## src/rtl/sdram_chan_arbiter.sv

```systemverilog
// Shares one SDRAM channel between NREQ round-robin read fetchers and a ROM loader write port.
// A transaction the channel never acknowledges is re-issued unchanged after TMO cycles.
module sdram_chan_arbiter #(
  parameter int NREQ = 3,
  parameter int AW   = 25,
  parameter int DW   = 16,
  parameter int TMO  = 255
) (
  input  logic               clk,
  input  logic               reset,
  input  logic               rom_mode,
  input  logic [AW-1:0]      rom_addr,
  input  logic [DW-1:0]      rom_din,
  input  logic [1:0]         rom_be,
  input  logic               rom_req,
  output logic               rom_rdy,
  input  logic [NREQ-1:0]    rd_req,
  input  logic [NREQ*AW-1:0] rd_addr,
  output logic [DW-1:0]      rd_data,
  output logic [NREQ-1:0]    rd_rdy,
  output logic [AW-1:0]      sdr_addr,
  output logic [DW-1:0]      sdr_din,
  output logic [1:0]         sdr_be,
  output logic               sdr_rnw,
  output logic               sdr_req,
  input  logic               sdr_rdy,
  input  logic [DW-1:0]      sdr_dout,
  output logic               tmo_err
);

  localparam int PW = (NREQ > 1) ? $clog2(NREQ) : 1;

  typedef enum logic [1:0] {IDLE, BUSY, RETRY} state_t;

  state_t        state, state_d;
  logic [PW-1:0] rr_ptr;
  logic [PW-1:0] owner;
  logic          owner_rom;
  logic [7:0]    timer;

  logic          grant_rd, grant_rom, done, tmo_hit;
  logic [PW-1:0] grant_idx;
  logic [PW-1:0] j;

  always_comb begin
    state_d   = state;
    grant_rd  = 1'b0;
    grant_rom = 1'b0;
    grant_idx = '0;
    done      = 1'b0;
    tmo_hit   = 1'b0;
    j         = '0;
    case (state)
      IDLE: begin
        if (rom_mode) begin
          if (rom_req) begin
            grant_rom = 1'b1;
            state_d   = BUSY;
          end
        end else begin
          // First requester at or after rr_ptr, wrapping past NREQ-1.
          for (int k = 0; k < NREQ; k++) begin
            j = PW'((int'(rr_ptr) + k) % NREQ);
            if (!grant_rd && rd_req[j]) begin
              grant_rd  = 1'b1;
              grant_idx = j;
            end
          end
          if (grant_rd) state_d = BUSY;
        end
      end
      BUSY: begin
        if (sdr_rdy) begin
          done    = 1'b1;
          state_d = IDLE;
        end else if (timer == 8'(TMO)) begin
          tmo_hit = 1'b1;
          state_d = RETRY;
        end
      end
      RETRY:   state_d = BUSY;
      default: state_d = IDLE;
    endcase
  end

  always_ff @(posedge clk) begin
    if (reset) begin
      state     <= IDLE;
      rr_ptr    <= '0;
      owner     <= '0;
      owner_rom <= 1'b0;
      timer     <= '0;
      sdr_req   <= 1'b0;
      sdr_rnw   <= 1'b1;
      sdr_be    <= 2'b11;
      sdr_addr  <= '0;
      sdr_din   <= '0;
      rd_rdy    <= '0;
      rom_rdy   <= 1'b0;
      rd_data   <= '0;
      tmo_err   <= 1'b0;
    end else begin
      state   <= state_d;
      rd_rdy  <= '0;
      rom_rdy <= 1'b0;

      // Grant: latch the transaction; it stays fixed across retries.
      if (grant_rom) begin
        sdr_addr  <= rom_addr;
        sdr_din   <= rom_din;
        sdr_be    <= rom_be;
        sdr_rnw   <= 1'b0;
        owner_rom <= 1'b1;
        sdr_req   <= 1'b1;
        timer     <= '0;
      end else if (grant_rd) begin
        sdr_addr  <= rd_addr[int'(grant_idx)*AW +: AW];
        sdr_be    <= 2'b11;
        sdr_rnw   <= 1'b1;
        owner_rom <= 1'b0;
        owner     <= grant_idx;
        sdr_req   <= 1'b1;
        timer     <= '0;
      end

      // Completion / timeout while the channel owns the request.
      if (done) begin
        sdr_req <= 1'b0;
        timer   <= '0;
        if (owner_rom) begin
          rom_rdy <= 1'b1;
        end else begin
          rd_rdy[owner] <= 1'b1;
          rd_data       <= sdr_dout;
          if (int'(owner) == NREQ - 1) rr_ptr <= '0;
          else                         rr_ptr <= owner + 1'b1;
        end
      end else if (tmo_hit) begin
        sdr_req <= 1'b0;
        tmo_err <= 1'b1;
        timer   <= '0;
      end else if (state == BUSY) begin
        timer <= timer + 8'd1;
      end

      if (state == RETRY) sdr_req <= 1'b1;
    end
  end

endmodule

```

## config.mk

```make
export PLATFORM = sky130hd
export DESIGN_NAME = sdram_chan_arbiter
export DESIGN_NICKNAME = d
export VERILOG_FILES = /design/src/rtl/sdram_chan_arbiter.sv
export SDC_FILE = /design/constraint.sdc
export NUM_CORES = 1
export LEC_CHECK = 0
export CAP_MARGIN = 25
export CORE_MARGIN = 4
export CORE_UTILIZATION = 25
export CTS_BUF_LIST = sky130_fd_sc_hd__clkbuf_8 sky130_fd_sc_hd__clkbuf_16
export DETAILED_ROUTE_END_ITERATION = 12
export HOLD_SLACK_MARGIN = 0.06
export SLEW_MARGIN = 20
export SYNTH_ARGS = -nofsm -noshare
export SYNTH_HDL_FRONTEND = slang
export SYNTH_SLANG_ARGS = --single-unit
```

## constraint.sdc

```tcl
create_clock -name clk -period 3.5 [get_ports clk]
set_input_delay 0.7 -clock clk [delete_from_list [all_inputs] [get_ports clk]]
set_output_delay 0.7 -clock clk [all_outputs]
set_load 0.05 [all_outputs]
```

==> results of run 1 <==
-- metal layers --
| metal | GRT usage | vias up | wire length [um] |
|---|---|---|---|
| met3 | 0.0499 | 25 | 1010 |
| met5 | 0 | - | 0 |
| li1 | - | 2174 | - |
| met4 | 0.0650 | 0 | 366 |
| met2 | 0.292 | 164 | 7670 |
| met1 | 0.176 | 2065 | 6000 |
-- cell type report --
type                       instances  area (um^2)  share of cell area
clock buffer                      10          239              0.0363
multi-input combinational        357         2170               0.330
timing repair buffer             221         2170               0.330
clock inverter                     6         90.1              0.0137
sequential                        81         1620               0.246
inverter                           7         26.3             0.00399
tap                              211          264              0.0401
-- power groups by stage --
stage	registers, mW	clock network [mW]	logic (mW)
after floorplan	1.22	0	0.265
after global placement	1.04	0	0.779
final	1.02	1.04	0.787
after global routing	1.02	1.12	0.839
after detailed placement	1.04	0	0.787
after CTS	1.02	1.08	0.791
-- logic make-up after synthesis --
kind of cell    Yosys count  synth area share
flops                    81             0.405
compound gates          156             0.268
simple gates            198             0.256
buf+inv                  50            0.0604
fa+ha+maj                 3           0.00938
-- per-stage QoR --
| stage | worst slack [ns] | utilization | hold slack (ns) |
|---|---|---|---|
| 2_1_floorplan | 1.33 | - | 0.432 |
| 3_5_place_dp | 0.164 | 0.406 | 0.448 |
| 6_report | 0.454 | 0.427 | 0.453 |
| 4_1_cts | 0.486 | 0.427 | 0.456 |
| 5_1_grt | 0.154 | 0.427 | 0.477 |
| 3_3_place_gp | 0.303 | 0.406 | 0.444 |
-- sequential cells by signal, indices dropped and copies added (netlist names), 2 cells and up --
name and count:
sdr_addr 25, rd_data 16, sdr_din 16, timer 8
rd_rdy 3, owner 2, rr_ptr 2, sdr_be 2
state 2
-- cell usage after synthesis (all sizes together), types with 7 or more instances --
cell	number
dfxtp	81
nand2	74
a21oi	57
nand2b	38
nor3	27
clkbuf	22
buf	21
a211oi	18
o32ai	17
a22o	16
o22ai	12
nor4	11
nor2	10
or3	10
a221oi	9
inv	7
nand3	7
o21ai	7
-- worst max-delay path: stages (launching register included) --
cell      delay [ns]
dfxtp_1         0.36
inv_1           0.06
ha_1            0.38
o32a_1          0.38
o211ai_2        0.23
or2_1           0.75
nand3_1         0.42
a311oi_1        0.36
-- worst paths after layout --
check	startpoint	to	slack (ns)	cells past startpoint
hold reg to reg	sdr_din[15]	sdr_din[15]	0.45	2
setup / recovery	rr_ptr[0]	timer[5]	0.45	7
hold / removal	sdr_din[15]	sdr_din[15]	0.45	2
setup reg to reg	rr_ptr[0]	timer[5]	0.45	7
==> flow_summary.toml, run 1 <==
[run_status]
status = "complete, no violations"

[detailed_routing]
wl_per_cell_um = 16.8
viasPerCell = 4.96
drc = 0
postRouteAntennaNets = 0
routed_wl_mm = 15.0
num_vias = 4428
drt_pass1_iterations = 4
drtIter0Drc = 241

[clocking]
clockBufferDepth = 2
cts_buffers = 9
clkTransAtPathRegs_ns = 0.07
cts_tree = "yes"
cts_hold_buf = 0
clock_sinks = 81
htreeDepth = 3
cts_setup_buffers = 0
cts_resized = 0
root_buffer = "clkbuf_16"
clk_latency_ns = 0.34

[yosys]
netlist_instances = 488
yosysTopAreaCell = "dfxtp_1"
syn_area_per_cell_um2 = 8.20
yosysTopAreaCellShare = 0.405
ys_dominant_reg_cell = "dfxtp_1"
synth.area.top_cells = "dfxtp_1 (41%), a21oi_1 (7.1%), nand2_1 (6.9%)"
yosysSeqAreaShare = 0.405
synthDistinctLibCells = 51
synth-edff-count = 0
synth_nets = 633
synth_area_mm2 = 0.00400
ys.warnings.count = 0
ys_async_sr_fraction = 0
synth_seq_cells = 81

[timing]
setup_violations = 0
period_share = 0.870
finalCriticalPeriod_ns = 3.05
worst_pin_slew_ns = 0.927
tns_ns = 0
max_slew_margin = 0.382
drv_slew = 0
max_freq_mhz = 328
fin_skew_ns = 0.0101
hold_violations = 0
rsz0062_at_grt = "false"

[layout]
area_growth_pct = 64.6
layout_commonest_cell = "clkdlybuf4s50_1"
layout-drive-gt1-share = 0.0645
layout.cells.non_filler = 893
diodes = 0
mostFrequentLayoutCells = "clkdlybuf4s50_1 (206), dfxtp_1 (81), nand2_1 (74)"
final_area_mm2 = 0.00659
nets = 822
n_fill_cell = 1536

[global_route]
gr-usage-all-layers = 0.162
grt_max_degree = 48
grt_pass1_vias = 4682
grt_pass1_wl_mm = 23.5
overflow = 0
grt_antenna_before_repair = 0

[min_path]
hold_class = "reg2reg"

[setup_path]
worst-setup-path-type = "reg2reg"
start_kind = "register"
crit_required_ns = 3.75
cp.arrival_ns = 3.29
endpoint_kind = "register"
cp_max_fo = 27

[power]
pwr-share-seq = 0.357
p_leak_nw = 2.27
p_clk_frac = 0.367
p_int_mw = 1.97
p_sw_mw = 0.880
powerDensity_mw_per_mm2 = 433
sw_frac_of_total = 0.309
ir_worst_vdd_uv = 196
power.share.combinational = 0.276
totalPowerFinal_mw = 2.85

[placed_design]
portBuffers = 207
dp_hpwl_mm = 11.0
dp.cells = 877
dpl_cell_area_mm2 = 0.00626
place_congestion = 0.827

[floorplanning]
placeableCoreArea_mm2 = 0.0154
dieWidth_um = 134
die_area_mm2 = 0.0181
die_h_um = 134
initial_core_util = 0.259
rows = 45
ios = 208

[flow_run]
cap_violations = 0
(Power assumes the default switching activity.)
==> run 2: changes to the inputs <==
SLEW_MARGIN = unset   (was 20)
==> results of run 2 <==
No change in the layout: final DEF, timing and power equal those of run 1.
==> run 3: changes to the inputs <==
ABC_AREA = 1   (was unset)
CTS_BUF_LIST = sky130_fd_sc_hd__clkbuf_2 sky130_fd_sc_hd__clkbuf_4 sky130_fd_sc_hd__clkbuf_8   (was sky130_fd_sc_hd__clkbuf_8 sky130_fd_sc_hd__clkbuf_16)
==> run 3 against run 2 <==
Compared with the run above: non-clock buffer count fell by 4; area after synthesis rose by 13%; worst hold slack improved by 0.0035 ns; clock-buffer cell count fell by 1; sequential power barely moved.
==> flow_summary.toml, run 3 <==
[global_route]
grt_pass1_vias = 4730
gr-usage-all-layers = 0.150
grt_max_degree = 68
grt_pass1_wl_mm = 24.2
grt_antenna_before_repair = 0
overflow = 0

[clocking]
root_buffer = "clkbuf_8"
clock_sinks = 81
clkTransAtPathRegs_ns = 0.08
htreeDepth = 3
cts_resized = 0
cts_setup_buffers = 0
cts_buffers = 9
clk_latency_ns = 0.36
cts_hold_buf = 0
clockBufferDepth = 2
cts_tree = "yes"

[detailed_routing]
viasPerCell = 4.36
wl_per_cell_um = 13.7
drc = 0
routed_wl_mm = 15.4
num_vias = 4887
drt_pass1_iterations = 5
drtIter0Drc = 295
postRouteAntennaNets = 0

[setup_path]
r2r-start = "rr_ptr[0]"
worst-setup-path-type = "in2reg"
cp_max_fo = 26
crit_required_ns = 3.74
crit_start = "rd_req[0]"
endpoint_kind = "register"
start_kind = "input port"
reg2regPathDepth = 13
rrSetupSlack_ns = 0.96
cp.arrival_ns = 2.84
cp-endpoint = "sdr_addr[23]"
timing.rr.end = "sdr_addr[23]"

[timing]
worst_pin_slew_ns = 0.742
finalCriticalPeriod_ns = 2.60
tns_ns = 0
rsz0062_at_grt = "false"
hold_violations = 0
period_share = 0.743
max_slew_margin = 0.506
fin_skew_ns = 0.00803
max_freq_mhz = 384
setup_violations = 0
drv_slew = 0

[layout]
layout-drive-gt1-share = 0.0703
largest_reg_flops = 25
nets = 1038
area_growth_pct = 53.7
utilization = 0.396
layout.cells.non_filler = 1121
reg_top3 = "sdr_addr (25), rd_data (16), sdr_din (16)"
top_register = "sdr_addr"
mostFrequentLayoutCells = "clkdlybuf4s50_1 (206), nand2_1 (152), inv_1 (132)"
diodes = 0
layout_commonest_cell = "clkdlybuf4s50_1"
final_area_mm2 = 0.00693

[power]
p_int_mw = 1.73
pwr-share-seq = 0.374
p_sw_mw = 1.05
totalPowerFinal_mw = 2.79
ir_worst_vdd_uv = 180
p_clk_frac = 0.240
p_leak_nw = 3.10
sw_frac_of_total = 0.377
powerDensity_mw_per_mm2 = 402
power.share.combinational = 0.386

[floorplanning]
dieWidth_um = 142
rows = 48
ios = 208
die_h_um = 142
initial_core_util = 0.258
placeableCoreArea_mm2 = 0.0175
die_area_mm2 = 0.0202

[yosys]
ys.warnings.count = 0
synth_area_mm2 = 0.00451
netlist_top_cells_count = "nand2_1 (152), inv_1 (132), nor2_1 (91)"
yosysTopAreaCellShare = 0.360
synth_seq_cells = 81
yosysTopAreaCell = "dfxtp_1"
synthDistinctLibCells = 30
syn_area_per_cell_um2 = 6.42
synth-edff-count = 0
synth.most_common_cell = "nand2_1"
ys_dominant_reg_cell = "dfxtp_1"
synth_nets = 847
yosysSeqAreaShare = 0.360
ys_async_sr_fraction = 0
synth.area.top_cells = "dfxtp_1 (36%), nand2_1 (13%), inv_1 (11%)"
netlist_instances = 702

[placed_design]
dp.cells = 1107
dp_hpwl_mm = 11.4
place_congestion = 0.839
portBuffers = 207
dpl_cell_area_mm2 = 0.00675

[min_path]
hold_class = "reg2reg"

[flow_run]
cap_violations = 0

[run_status]
status = "complete, no violations"
-- run 3: changes by cell type after synthesis, sizes merged, moves of 16 or more --
| cell | before | now |
|---|---|---|
| nand2 | 74 | 157 |
| a22o | 16 | 0 |
| nand4 | 3 | 28 |
| nor3 | 27 | 4 |
| inv | 7 | 136 |
| nand2b | 38 | 0 |
| a21oi | 57 | 37 |
| nand3 | 7 | 76 |
| a211oi | 18 | 1 |
| nor2 | 10 | 94 |
-- run 3: through the flow --
stage | setup WS [ns] | hold WS [ns]
after floorplan | 1.52 | 0.436
after global placement | 0.499 | 0.442
after detailed placement | 0.489 | 0.454
after CTS | 0.886 | 0.466
after global routing | 0.646 | 0.490
final | 0.899 | 0.457
-- run 3: power by group through the flow --
stage	Clock (mW)	Sequential [mW]	Combinational, mW
final	0.669	1.04	1.07
after global routing	0.729	1.05	1.17
after CTS	0.699	1.04	1.08
after detailed placement	0	1.06	1.08
after global placement	0	1.06	1.07
after floorplan	0	1.30	0.437
-- run 3: kinds of logic after synthesis --
logic type                 after synthesis  synth area share
DFF                                     81             0.360
buffers and inverters                  173             0.157
AOI/OAI and AO/OA                       83             0.117
and+or+nand+nor                        362             0.358
adders and majority gates                3           0.00833
-- run 3: cell type report --
cell class,count,area [um^2]
Timing Repair Buffer,217,2150
Multi-Input combinational cell,448,2180
Inverter,136,510
Clock buffer,9,124
Tap cell,225,282
Fill cell,1816,10500
Sequential cell,81,1620
Clock inverter,5,58.8
-- run 3: worst min-delay path by stage --
stage	from	endpoint	slack (ns)	depth (start not counted)
finish	tmo_err	tmo_err	0.46	2
global route	sdr_addr[17]	sdr_addr[17]	0.49	2
CTS	timer[5]	timer[5]	0.47	2
detailed placement	tmo_err	tmo_err	0.45	2
global placement	tmo_err	tmo_err	0.44	2
floorplan	owner[0]	rd_rdy[2]	0.44	1
-- run 3: routing by layer --
metal / track usage / part of all wire / vias to the layer above / wire [um]
met4: 0.0455 / 0.015 / 0 / 233
met5: 0 / 0 / - / 0
li1: - / - / 2573 / -
met2: 0.250 / 0.47 / 158 / 7230
met1: 0.188 / 0.44 / 2141 / 6800
met3: 0.0427 / 0.074 / 15 / 1140
-- run 3: worst max-delay path: stages --
cell             delay, ns
clkdlybuf4s50_1       0.45
o211ai_1              0.26
nand2_1               0.16
nand3_1               0.11
nand2_1               0.06
inv_2                 0.37
nand2_4               0.32
nand3_1               0.18
nand2_1               0.10
nand2_1               0.08
a21oi_2               0.05
